<file path="config.mk">
export PLATFORM = sky130hd
export DESIGN_NAME = pwm_audio_out
export DESIGN_NICKNAME = d
export VERILOG_FILES = /design/src/rtl/pwm_audio_out.sv
export SDC_FILE = /design/constraint.sdc
export NUM_CORES = 1
export LEC_CHECK = 0
export ABC_AREA = 1
export CAP_MARGIN = 10
export CORE_MARGIN = 4
export CORE_UTILIZATION = 58
export DETAILED_ROUTE_END_ITERATION = 10
export HOLD_SLACK_MARGIN = 0.15
export PLACE_DENSITY_LB_ADDON = 0.15
export RECOVER_POWER = 25
export SYNTH_ARGS = -nofsm -noshare
export SYNTH_HDL_FRONTEND = slang
export SYNTH_SLANG_ARGS = --single-unit
</file>
<file path="constraint.sdc">
create_clock -name clk -period 3.05 [get_ports clk]
set_input_delay 0.4575 -clock clk [delete_from_list [all_inputs] [get_ports clk]]
set_output_delay 0.4575 -clock clk [all_outputs]
set_load 0.05 [all_outputs]
</file>
<file path="src/rtl/pwm_audio_out.sv">
// pwm_audio_out: turns the mixer sample word into a 1-bit audio stream for an
// external RC low-pass filter. Output is either fixed-period PWM or first-order
// sigma-delta pulse density. Duty and mode are latched only at period
// boundaries, so an update can never truncate or glitch a pulse in flight.
//
// Ports:
//   clk          system clock
//   rst_n        asynchronous active-low reset
//   sample_in    unsigned sample, latched at each period boundary
//   enable       1 = run, 0 = park idle with output low
//   mode         0 = PWM, 1 = sigma-delta, latched at each period boundary
//   pwm_out      registered 1-bit audio output
//   period_start registered one-clock pulse on each period boundary
module pwm_audio_out #(
  parameter int WIDTH = 8,
  parameter int DIV   = 1
) (
  input  logic             clk,
  input  logic             rst_n,
  input  logic [WIDTH-1:0] sample_in,
  input  logic             enable,
  input  logic             mode,
  output logic             pwm_out,
  output logic             period_start
);

  localparam int               PRE_W   = (DIV > 1) ? $clog2(DIV) : 1;
  localparam logic [PRE_W-1:0] PRE_MAX = PRE_W'(DIV - 1);
  localparam logic [WIDTH-1:0] CNT_MAX = '1;

  logic [PRE_W-1:0] pre_q, pre_d;
  logic [WIDTH-1:0] cnt_q, cnt_d;
  logic [WIDTH-1:0] duty_q, duty_d;
  logic             mode_q, mode_d;
  logic [WIDTH-1:0] acc_q, acc_d;
  logic             pwm_q, pwm_d;
  logic             ps_q, ps_d;

  logic             tick;
  logic             boundary;
  logic [WIDTH-1:0] acc_base;
  logic [WIDTH:0]   sd_sum;

  // One sigma-delta step: the carry out of the WIDTH-bit accumulator is the
  // output bit, the low WIDTH bits are the new accumulator.
  function automatic logic [WIDTH:0] sd_step(input logic [WIDTH-1:0] acc,
                                             input logic [WIDTH-1:0] duty);
    sd_step = {1'b0, acc} + {1'b0, duty};
  endfunction

  always_comb begin
    pre_d    = pre_q;
    cnt_d    = cnt_q;
    duty_d   = duty_q;
    mode_d   = mode_q;
    acc_d    = acc_q;
    pwm_d    = pwm_q;
    ps_d     = 1'b0;
    tick     = (pre_q == PRE_MAX);
    boundary = tick && (cnt_q == CNT_MAX);
    acc_base = acc_q;
    sd_sum   = '0;

    if (!enable) begin
      // Park the counter at max so the first tick after enable is a boundary
      // and a fresh sample is latched before anything is played.
      pre_d = '0;
      cnt_d = CNT_MAX;
      acc_d = '0;
      pwm_d = 1'b0;
    end else begin
      pre_d = tick ? '0 : pre_q + 1'b1;
      if (tick) begin
        if (boundary) begin
          cnt_d  = '0;
          duty_d = sample_in;
          mode_d = mode;
          ps_d   = 1'b1;
          // Start the modulator from a known state whenever the mode flips.
          if (mode != mode_q) begin
            acc_base = '0;
          end
        end else begin
          cnt_d = cnt_q + 1'b1;
        end

        sd_sum = sd_step(acc_base, duty_d);
        if (mode_d) begin
          pwm_d = sd_sum[WIDTH];
          acc_d = sd_sum[WIDTH-1:0];
        end else begin
          pwm_d = (cnt_d < duty_d);
          acc_d = acc_base;
        end
      end
    end
  end

  always_ff @(posedge clk or negedge rst_n) begin
    if (!rst_n) begin
      pre_q  <= '0;
      cnt_q  <= CNT_MAX;
      duty_q <= '0;
      mode_q <= 1'b0;
      acc_q  <= '0;
      pwm_q  <= 1'b0;
      ps_q   <= 1'b0;
    end else begin
      pre_q  <= pre_d;
      cnt_q  <= cnt_d;
      duty_q <= duty_d;
      mode_q <= mode_d;
      acc_q  <= acc_d;
      pwm_q  <= pwm_d;
      ps_q   <= ps_d;
    end
  end

  assign pwm_out      = pwm_q;
  assign period_start = ps_q;

endmodule

</file>
Word-level counts from Yosys, hierarchy flattened
Cells that the tools add are included.
{"block": "word_totals", "out_inout_bits": 2, "input_bits": 12, "ff_bits": 28, "word_cells": 43}
{"block": "op_classes", "muxes": 26, "n_bitwise": 1, "eq_ne": 3, "n_reduce_logical": 2, "order_cmp": 1, "n_addsub": 3}
{"op": "8-bit two-way mux", "count": 15}
{"op": "1-bit two-way mux", "count": 11}
{"op": "8-bit by 8-bit adder with 9-bit output", "count": 1}
{"op": "8-bit by 1-bit adder with 8-bit output, second input constant", "count": 1}
{"op": "8-bit == test, second input constant", "count": 1}
{"op": "8-bit < comparator", "count": 1}
{"op": "2-bit != test, second input constant", "count": 1}
{"op": "2-bit AND reduction", "count": 1}
{"op": "1-bit adder, second input constant", "count": 1}
{"op": "1-bit logical AND", "count": 1}
{"op": "1-bit != test", "count": 1}
{"op": "1-bit inverter", "count": 1}

Depth between registers and ports, before layout
Gate-level depths: netlist of run 1.
{"block": "logic_depth", "depth_word": 9, "ltp_mapped": 19, "depth_no_buf": 19}

Worst setup path before layout of run 1
OpenSTA, ideal clock, no wires.
{"block": "synth_path", "path_kind": "register -> register", "start": "reg cnt_q[0]", "end": "reg acc_q[7]", "stages_incl_launch_ff": 17, "required_ns": 2.937, "path_buffers": 1, "t_arrival_ns": 2.569, "path_slack_ns": 0.368, "path_cell_list": "dfstp_2 ha_1 nand2_1 nor2_8 nand2_4 buf_2 o21ai_0 inv_1 ha_1 a21oi_1 o21bai_1 a21oi_1 nand2_1 nand2_1 nand3_1 nand2_1 inv_1"}
{"block": "synth_between", "elab_chain_len": 9, "word_cells_on_any_way": 15, "classes_between": "1 x add/sub; 1 x eq/ne; 12 x mux; 1 x reduce/logical"}
{"element": "start: declaration", "line": "32", "rtl": "logic [WIDTH-1:0] cnt_q, cnt_d;"}
{"element": "start signal: assignment", "line": "110", "rtl": "cnt_q <= cnt_d;"}
{"element": "8-bit == test (*)", "line": "60", "rtl": "boundary = tick && (cnt_q == CNT_MAX);"}
{"element": "1-bit logical AND (*)", "line": "60"}
{"element": "8-bit two-way mux", "line": "74", "rtl": "if (boundary) begin"}
{"element": "8-bit two-way mux", "line": "73", "rtl": "if (tick) begin"}
{"element": "8-bit two-way mux", "line": "64", "rtl": "if (!enable) begin"}
{"element": "8-bit by 8-bit adder with 9-bit output", "line": "48", "rtl": "sd_step = {1'b0, acc} + {1'b0, duty};"}
{"element": "8-bit two-way mux (*)", "line": "88", "rtl": "if (mode_d) begin"}
{"element": "8-bit two-way mux (*)", "line": "73"}
{"element": "8-bit two-way mux (*)", "line": "64"}
{"element": "via acc_d[7]", "line": "35", "rtl": "logic [WIDTH-1:0] acc_q, acc_d;"}
{"element": "end signal: assignment", "line": "105", "rtl": "acc_q <= '0;"}
{"element": "end signal: assignment", "line": "113", "rtl": "acc_q <= acc_d;"}
{"element": "end: declaration", "line": "35"}
Mark *: on every way through the listed nets, which the timed path passes. The rest lies on a longest branch. The select of a mux whose other input is x is not followed.
A chain may end at the register's enable or synchronous reset.

Worst setup path in the final report of run 1
{"block": "layout_path", "start": "reg cnt_q[0]", "end": "reg pwm_q, in the netlist pwm_out"}
{"block": "layout_between", "elab_chain_len": 9, "word_cells_on_any_way": 20, "classes_between": "2 x add/sub; 1 x order compare; 1 x eq/ne; 15 x mux; 1 x reduce/logical"}
{"element": "branches (longest 6 deep; another with 8-bit by 1-bit adder with 8-bit output)"}
{"element": "1-bit two-way mux (*)", "line": "88"}
{"element": "1-bit two-way mux (*)", "line": "73"}
{"element": "1-bit two-way mux (*)", "line": "64"}
{"element": "via pwm_d", "line": "36", "rtl": "logic pwm_q, pwm_d;"}
{"element": "end signal: assignment", "line": "114", "rtl": "pwm_q <= pwm_d;"}
{"element": "end: declaration", "line": "36"}
Mark *: on every way through the listed nets, which the timed path passes. The select of a mux whose other input is x is not followed.

==> run metrics, run 1 <==
Routed Antenna Nets 0; Die X-Extent 65.8 um; Post-Synth XOR/XNOR Area 0.00903; syn_nets 277; Hold Crit Class flop to flop; Psw 1360 uW; Logic pwr share 0.712; share of cells above drive strength 1 0.192; Clock H-tree levels 1; via count 1,558; crit path buf inv count 1; die area 4340 um2; Die Ht 65.8 um; Arr. time, crit path 3.10 ns; CTS Buf Count 3; largest family of logic cells by synthesized area simple AND/OR/NAND/NOR gates; DRC 0; Post-Syn Area per Cell 7.79 um2; Total GRT Usage 0.199; cell family with most CP delay simple AND/OR/NAND/NOR gates; Clock Skew 0.00491 ns; Worst setup EP type flop; Clock Sinks 27; largest net degree at the start of global routing 21; post-synthesis compound-gate area fraction 0.148; most frequent cells in the layout nand2_1, inv_1, o21ai_0, dfrtp_1, a21oi_1; initial antenna violation count 0; setup violators final 0; Seq pwr share 0.228; Slew HR 0.404; DR WL/cell 12.2 um; Total Nets Final 295; Reg2Reg Depth 15; Levels on crit path 15; Core ar. 3130 um2; #FFs+latches synth 27; io pins 14; register area share after synthesis 0.353; switching share of power 0.512; TritonCTS clock tree done; post-route cell area 2190 um2; Inserted Diodes 0; Worst Hold Depth 2; Slew @ Worst Pin 0.891 ns; critical path startpoint category flop; Setup CP Type flop to flop; status completed; Worst-path clk slew 0.15 ns; Final period util 0.946; Pwr Density 1220 nW/um2; critical path's slowest cell dfstp_2; mux contribution to synthesized area 0; IO buf count 13; maximum VDD drop 0.000523 V; Final GP Congestion 0.850; vias in the first global route 1,455; # hold bufs at CTS 0; Area contributors post-synth dfrtp_1, dfstp_2, ha_1; Longest Clk Path Bufs 2; total power 2660 uW; CP Max Fanout 16; DRT Pass-1 Iters 4; Hold Violations, Final 0; Synth Area in Simple Gates 0.288; vias per cell 5.03; cells after synthesis 249; clk root buf clkbuf_4; max_cap viols 0; area share of the largest cell type after synthesis 0.245; Starting Density 0.620; most frequent CP cell nand2_1; Synth warnings 0; initial DRC count 80; row cnt 20; post-synth cell types 30; area leader, netlist dfrtp_1; WL final 3.78 mm; clk_lat worst skew 0.33 ns; Leak Pwr 0.00117 uW; Worst path max stage delay 0.58 ns; cell-internal power 1300 uW; worst-path cell chain ha_1 > nand2_1 > nor2_8 > nand2_8 > o21ai_0 > inv_1 > ha_1 > nand2_1 > nor2_1 > a211oi_1 > nand2_2 > nand3_1 > nand3_1 > nand2_1 > a21oi_1; global-route wire length before repair 6.56 mm; DP HPWL 2.92 mm; Slew Limit Fails 0; Critical Path RT 3.27 ns; area delta synth->final 12.6%; clock power share 0.060; adder-cell share of the synthesized area 0.103; GRT overflow 0; Post-DP Area 2120 um2; fmax 347 MHz; post-layout min period 2.88 ns; synthesized area 1940 um2; most common cell after layout, fill and taps aside nand2_1
[what timing repair did]
action	in CTS	in global routing
resized for setup	0	6
endpoints found under the setup margin	0	3
setup buffers	0	2
[path summary, 6_finish.rpt]
path,slack [ns],end,start
worst max-delay path,0.17,pwm_out$_DFF_PN0_,cnt_q[0]$_DFF_PN1_
worst min-delay path,0.50,duty_q[7]$_DFFE_PN0P_,duty_q[7]$_DFFE_PN0P_
worst max register to register,0.17,pwm_out$_DFF_PN0_,cnt_q[0]$_DFF_PN1_
worst min register to register,0.50,duty_q[7]$_DFFE_PN0P_,duty_q[7]$_DFFE_PN0P_
max in group asynchronous,1.65,cnt_q[5]$_DFF_PN1_,rst_n
min in group asynchronous,0.67,duty_q[6]$_DFFE_PN0P_,rst_n
[power by group through the flow]
stage	logic [uW]	registers, uW	clock network [uW]
3_5_place_dp	1810	614	0
3_3_place_gp	1770	612	0
4_1_cts	1820	606	161
5_1_grt	2160	625	177
2_1_floorplan	1440	625	0
6_report	1890	608	160
[sequential cells by signal (all words and copies together), names as in the netlist]
signal	cells
acc_q	8
cnt_q	8
duty_q	8
mode_q	1
period_start	1
pwm_out	1
[through the flow]
stage / hold WS, ns / utilization / cells / setup TNS (ns) / worst slack (ns)
after floorplan: 0.162 / - / 249 / 0 / 0.368
after global placement: 0.464 / 0.679 / 304 / 0 / 0.197
after detailed placement: 0.467 / 0.679 / 304 / 0 / 0.125
after CTS: 0.501 / 0.688 / 308 / 0 / 0.0999
after global routing: 0.525 / 0.699 / 310 / -0.00321 / -0.00321
final: 0.501 / 0.699 / 310 / 0 / 0.165
[metal layers]
metal,global-route usage,vias to the layer above,part of all wire,routed length [um]
met5,0,-,0,0
met2,0.325,12,0.46,1730
met1,0.269,708,0.51,1910
met3,0.0221,5,0.019,73
met4,0.0751,0,0.016,62
li1,-,833,-,-
[cells by family (layout without fill, tap and decap cells)]
group	count (synthesis)	count (layout)
simple gates	102	102
compound gates	52	52
buf+inv	50	67
flops	27	27
fa+ha+maj	16	16
xor+xnor	2	2
[layout make-up]
| cell class | count | area, um2 |
|---|---|---|
| Sequential cell | 27 | 686 |
| Clock buffer | 3 | 22.5 |
| Tap cell | 44 | 55.1 |
| Multi-Input combinational cell | 172 | 1080 |
| Clock inverter | 1 | 5.00 |
| Inverter | 46 | 175 |
| Fill cell | 262 | 942 |
| Timing Repair Buffer | 17 | 160 |
[worst reg2reg max path: stages, from the launching register on]
cell	delay, ns
dfstp_2	0.58
ha_1	0.17
nand2_1	0.14
nor2_8	0.19
nand2_8	0.12
o21ai_0	0.34
inv_1	0.09
ha_1	0.36
nand2_1	0.13
nor2_1	0.06
a211oi_1	0.21
nand2_2	0.10
nand3_1	0.08
nand3_1	0.06
nand2_1	0.07
a21oi_1	0.05
[synthesized netlist by cell type (all sizes together)]
library cell   n
o21ai         27
a211oi         3
dfrtp         19
xnor2          1
or2            8
buf            2
nand3         14
dfstp          8
nor2          14
o21bai         1
clkbuf         2
ha            16
nand3b         1
a31o           1
nand2         60
nor3           4
and2           1
o211ai         1
xor2           1
inv           46
a21oi         19
No activity file was read; power rests on OpenSTA's default activity.
==> run 2, diff against run 1 <==
--- a/config.mk
+++ b/config.mk
@@ -12,7 +12,7 @@
 export DETAILED_ROUTE_END_ITERATION = 10
 export HOLD_SLACK_MARGIN = 0.15
 export PLACE_DENSITY_LB_ADDON = 0.15
-export RECOVER_POWER = 25
+export RECOVER_POWER = 50
 export SYNTH_ARGS = -nofsm -noshare
 export SYNTH_HDL_FRONTEND = slang
 export SYNTH_SLANG_ARGS = --single-unit
==> run 2 against run 1 <==
Via count down 0.45%. Maximum frequency down 0.10%. Register-to-register slack is essentially flat. Critical path depth is the same. Non-clock buffer count did not move. Power about the same. Critical path type unchanged. Combinational power about the same. Sequential share of layout area rose by 0.054 points. Critical endpoint unchanged. Cell area down 0.17%. Worst hold slack barely moved. First-iteration DRC count unchanged. Die area is the same.
==> run metrics, run 2 (synthesis gave the netlist of run 1 again) <==
Slew HR 0.412 (+0.00861); global-route wire length before repair 6.56 mm (unchanged); io pins 14 (unchanged); clk_lat worst skew 0.34 ns (about the same); Final period util 0.947 (+0.000972); DRC 0 (unchanged); Worst-path clk slew 0.15 ns (about the same); fmax 346 MHz (-0.10%); Hold Crit Class flop to flop; TritonCTS clock tree done; Hold Violations, Final 0 (unchanged); row cnt 20 (unchanged); Die Ht 65.8 um (unchanged); Fillers 263 (+0.38%); critical path startpoint category flop; via count 1,551 (-0.45%); DR WL/cell 12.2 um (-0.13%); post-layout min period 2.89 ns (+0.00297 ns); worst-path cell chain ha_1 > nand2_1 > nor2_8 > nand2_8 > o21ai_0 > inv_1 > ha_1 > nand2_1 > nor2_1 > a211oi_1 > nand2_2 > nand3_1 > nand3_1 > nand2_1 > a21oi_1; initial DRC count 80 (unchanged); Clock Skew 0.00526 ns (+0.000353 ns); setup violators final 0 (unchanged); Worst path max stage delay 0.59 ns (about the same); most common cell after layout, fill and taps aside nand2_1; vias in the first global route 1,455 (unchanged); vias per cell 5.00 (-0.45%); switching share of power 0.512 (about the same); status completed; most frequent cells in the layout nand2_1, inv_1, o21ai_0, dfrtp_1, a21oi_1; Total Nets Final 295 (unchanged); CTS Buf Count 3 (unchanged); Worst setup EP type flop; Pwr Density 1220 nW/um2 (+0.13%); top flop regs acc_q x8, cnt_q x8, duty_q x8; largest net degree at the start of global routing 21 (unchanged); Logic pwr share 0.711 (about the same); critical path's slowest cell dfstp_2; Arr. time, crit path 3.11 ns (about the same); GRT overflow 0 (unchanged); crit path buf inv count 1 (unchanged); Inst Count DP 304 (unchanged); IO buf count 13 (unchanged); Psw 1360 uW (about the same); area delta synth->final 12.4%; WL final 3.77 mm (-0.13%); DRT Pass-1 Iters 4 (unchanged); cell-internal power 1300 uW (about the same); CP Max Fanout 16 (unchanged); Setup CP Type flop to flop; non-filler cells, final 310 (unchanged); Seq pwr share 0.228 (about the same); Clock H-tree levels 1 (unchanged); Die X-Extent 65.8 um (unchanged); Clock Sinks 27 (unchanged); Starting Density 0.620 (unchanged); Inserted Diodes 0 (unchanged); clock power share 0.060 (about the same); # hold bufs at CTS 0 (unchanged); Leak Pwr 0.00117 uW (-0.31%); initial antenna violation count 0 (unchanged); die area 4340 um2 (unchanged); most frequent CP cell nand2_1; Final GP Congestion 0.850 (unchanged); Routed Antenna Nets 0 (unchanged); Slew Limit Fails 0 (unchanged); Setup TNS 0 ns (unchanged); max_cap viols 0 (unchanged); cell family with most CP delay simple AND/OR/NAND/NOR gates; Total GRT Usage 0.199 (unchanged); Core ar. 3130 um2 (unchanged); share of cells above drive strength 1 0.188 (-0.00376); Slew @ Worst Pin 0.878 ns (-0.0129 ns); clk root buf clkbuf_4; maximum VDD drop 0.000523 V (about the same); DP HPWL 2.92 mm (unchanged); Longest Clk Path Bufs 2 (unchanged); Critical Path RT 3.27 ns (about the same)
==> run 2: worst reg2reg max path, stage by stage, from the launching register on <==
cell and delay [ns]:
dfstp_2 0.59, ha_1 0.17, nand2_1 0.14, nor2_8 0.19, nand2_8 0.12, o21ai_0 0.34
inv_1 0.09, ha_1 0.36, nand2_1 0.13, nor2_1 0.06, a211oi_1 0.21, nand2_2 0.10
nand3_1 0.08, nand3_1 0.06, nand2_1 0.07, a21oi_1 0.05
==> run 2: worst paths after layout <==
path | start | end | slack (ns) | cells after the start
worst max register to register | cnt_q[0]$_DFF_PN1_ | pwm_out$_DFF_PN0_ | 0.16 | 15
worst min-delay path | duty_q[7]$_DFFE_PN0P_ | duty_q[7]$_DFFE_PN0P_ | 0.50 | 2
max in group asynchronous | rst_n | cnt_q[5]$_DFF_PN1_ | 1.52 | 2
min in group asynchronous | rst_n | duty_q[6]$_DFFE_PN0P_ | 0.66 | 1
worst min register to register | duty_q[7]$_DFFE_PN0P_ | duty_q[7]$_DFFE_PN0P_ | 0.50 | 2
worst max-delay path | cnt_q[0]$_DFF_PN1_ | pwm_out$_DFF_PN0_ | 0.16 | 15
==> run 2: metal layers <==
metal | global-route usage | wire length [um] | vias up
li1 | - | - | 834
met1 | 0.269 | 1910 | 700
met2 | 0.325 | 1720 | 12
met3 | 0.0221 | 73 | 5
met4 | 0.0751 | 62 | 0
met5 | 0 | 0 | -
==> run 2: cell type report <==
type                    count  area, um2  area share
clock buffers               3       22.5      0.0103
clock inverters             1       5.00     0.00229
inverters                  46        175      0.0803
multi-input cells         172       1080       0.496
flip-flops and latches     27        686       0.314
well taps                  44       55.1      0.0252
repair buffers             17        156      0.0717
==> run 2: per-stage QoR <==
stage	setup slack [ns]	hold slack [ns]	cell area [um2]	util	total power, uW
2_1_floorplan	0.368	0.162	1940	-	2070
3_3_place_gp	0.197	0.464	2120	0.679	2380
3_5_place_dp	0.125	0.467	2120	0.679	2430
4_1_cts	0.0999	0.501	2150	0.688	2590
5_1_grt	-0.00321	0.525	2180	0.698	2960
6_report	0.162	0.501	2180	0.698	2660
==> run 2: power groups by stage <==
stage	registers, uW	logic (uW)	clock network (uW)
2_1_floorplan	625	1440	0
3_3_place_gp	612	1770	0
3_5_place_dp	614	1810	0
4_1_cts	606	1820	161
5_1_grt	625	2160	177
6_report	608	1890	160
==> run 2: what timing repair did <==
action,in CTS,in global routing
setup buffers,0,2
endpoints found under the hold margin,0,0
resized for setup,0,6
setup endpoints to repair,0,3
==> run 3, diff against run 2 <==
--- a/config.mk
+++ b/config.mk
@@ -11,6 +11,7 @@
 export CORE_UTILIZATION = 58
 export DETAILED_ROUTE_END_ITERATION = 10
 export HOLD_SLACK_MARGIN = 0.15
+export MAX_ROUTING_LAYER = met4
 export PLACE_DENSITY_LB_ADDON = 0.15
 export RECOVER_POWER = 50
 export SYNTH_ARGS = -nofsm -noshare
==> run 3 against run 2 <==
Sequential power about the same. Final cell count unchanged. Routed wire length up 0.61%. Highest routed layer unchanged. Critical endpoint unchanged. Sequential share of layout area unchanged.
==> run metrics, run 3 (synthesis gave the netlist of run 1 again) <==
die area 4340 um2 (unchanged); setup violators final 0 (unchanged); post-layout min period 2.89 ns (+0.000752 ns); io pins 14 (unchanged); worst setup margin 0.161 ns (-0.000752 ns); Total Nets Final 295 (unchanged); Seq pwr share 0.228 (about the same); Psw 1360 uW (+0.19%); Clock H-tree levels 1 (unchanged); Die Ht 65.8 um (unchanged); critical path startpoint category flop; Clock Sinks 27 (unchanged); DP HPWL 2.92 mm (unchanged); TritonCTS clock tree done; Slew HR 0.408 (-0.00465); fmax 346 MHz (about the same); Starting Density 0.620 (unchanged); cell-internal power 1300 uW (about the same); maximum VDD drop 0.000524 V (about the same); share of cells above drive strength 1 0.188 (unchanged); Fillers 263 (unchanged); Final Core Density 0.698 (unchanged); Final period util 0.947 (about the same); status completed; max_cap viols 0 (unchanged); Leak Pwr 0.00117 uW (unchanged); Post-Place Worst Slack 0.125 ns (unchanged); initial DRC count 87 (+8.8%); global-route wire length before repair 6.56 mm (unchanged); row cnt 20 (unchanged); Final GP Congestion 0.863 (+1.6%); via count 1,572 (+1.4%); Slew @ Worst Pin 0.885 ns (+0.00695 ns); top flop regs acc_q x8, cnt_q x8, duty_q x8; Slew Limit Fails 0 (unchanged); clock power share 0.060 (about the same); area delta synth->final 12.4% (unchanged); Arr. time, crit path 3.10 ns (about the same); Worst-path clk slew 0.15 ns (about the same); Clock Skew 0.00937 ns (+0.00410 ns); Critical Path RT 3.27 ns (about the same); Longest Clk Path Bufs 2 (unchanged); CP Max Fanout 16 (unchanged); GRT overflow 0 (unchanged); initial antenna violation count 0 (unchanged); vias per cell 5.07 (+1.4%); WL final 3.79 mm (+0.61%); Hold Violations, Final 0 (unchanged); Fin Hold WS 0.502 ns (+0.000698 ns); most frequent cells in the layout nand2_1, inv_1, o21ai_0, dfrtp_1, a21oi_1; CTS Buf Count 3 (unchanged); Multi-input gate area 1080 um2 (unchanged); most common cell after layout, fill and taps aside nand2_1; Routed Antenna Nets 0 (unchanged); largest net degree at the start of global routing 21 (unchanged); Reg area 686 um2 (unchanged); vias in the first global route 1,455 (unchanged); clk root buf clkbuf_4; switching share of power 0.513 (about the same); Total GRT Usage 0.204 (+0.00531); DRT Pass-1 Iters 4 (unchanged); DRC 0 (unchanged); DR WL/cell 12.2 um (+0.61%); Hold Crit Class flop to flop; worst reg2reg setup slack 0.16 ns (about the same); Setup TNS 0 ns (unchanged); Setup CP Type flop to flop; Logic pwr share 0.712 (about the same); Worst setup EP type flop; Die X-Extent 65.8 um (unchanged); Core ar. 3130 um2 (unchanged); Pwr Density 1220 nW/um2 (+0.12%); Inserted Diodes 0 (unchanged); IO buf count 13 (unchanged); clk_lat worst skew 0.34 ns (about the same)
## run 3: cell counts in the layout (fill, tap and decap cells not counted)
Identical to the previous run, type by type.
## run 3: what timing repair did
action                                  in CTS  in global routing
hold buffers                                 0                  0
buffers inserted                             0                  2
endpoints found under the setup margin       0                  3
resized for setup                            0                  6
## run 3: final cells by class
cell class / count / share of cell area
multi-input combinational: 172 / 0.496
sequential: 27 / 0.314
inverter: 46 / 0.0803
timing repair buffer: 17 / 0.0717
tap: 44 / 0.0252
clock buffer: 3 / 0.0103
clock inverter: 1 / 0.00229
## run 3: per-stage QoR
step | instances | area, um2 | total power, uW
4_1_cts | 308 | 2150 | 2590
2_1_floorplan | 249 | 1940 | 2070
3_3_place_gp | 304 | 2120 | 2380
6_report | 310 | 2180 | 2660
3_5_place_dp | 304 | 2120 | 2430
5_1_grt | 310 | 2180 | 2960
## run 3: worst paths after layout
kind                                             from                     to  depth (start not counted)
worst max-delay path               cnt_q[0]$_DFF_PN1_      pwm_out$_DFF_PN0_                         15
worst min-delay path            duty_q[7]$_DFFE_PN0P_  duty_q[7]$_DFFE_PN0P_                          2
worst max register to register     cnt_q[0]$_DFF_PN1_      pwm_out$_DFF_PN0_                         15
worst min register to register  duty_q[7]$_DFFE_PN0P_  duty_q[7]$_DFFE_PN0P_                          2
max in group asynchronous                       rst_n     cnt_q[5]$_DFF_PN1_                          2
min in group asynchronous                       rst_n  duty_q[6]$_DFFE_PN0P_                          1
## run 3: routing by layer
layer,GRT usage,vias up,routed length (um)
met1,0.269,716,1910
met2,0.325,19,1730
met5,-,-,0
li1,-,832,-
met3,0.0221,5,94
met4,0.0751,0,62
## run 3: worst max-delay path, stage by stage, from the launching register on
cell      delay [ns]
dfstp_2         0.58
ha_1            0.17
nand2_1         0.14
nor2_8          0.19
nand2_8         0.12
o21ai_0         0.33
inv_1           0.09
ha_1            0.36
nand2_1         0.13
nor2_1          0.06
a211oi_1        0.21
nand2_2         0.10
nand3_1         0.08
nand3_1         0.06
nand2_1         0.07
a21oi_1         0.05
## run 3: power by group through the flow
| stage | registers, uW | logic [uW] | clock network, uW |
|---|---|---|---|
| floorplan | 625 | 1440 | 0 |
| global placement | 612 | 1770 | 0 |
| detailed placement | 614 | 1810 | 0 |
| CTS | 606 | 1820 | 161 |
| global route | 625 | 2160 | 177 |
| finish | 607 | 1900 | 159 |
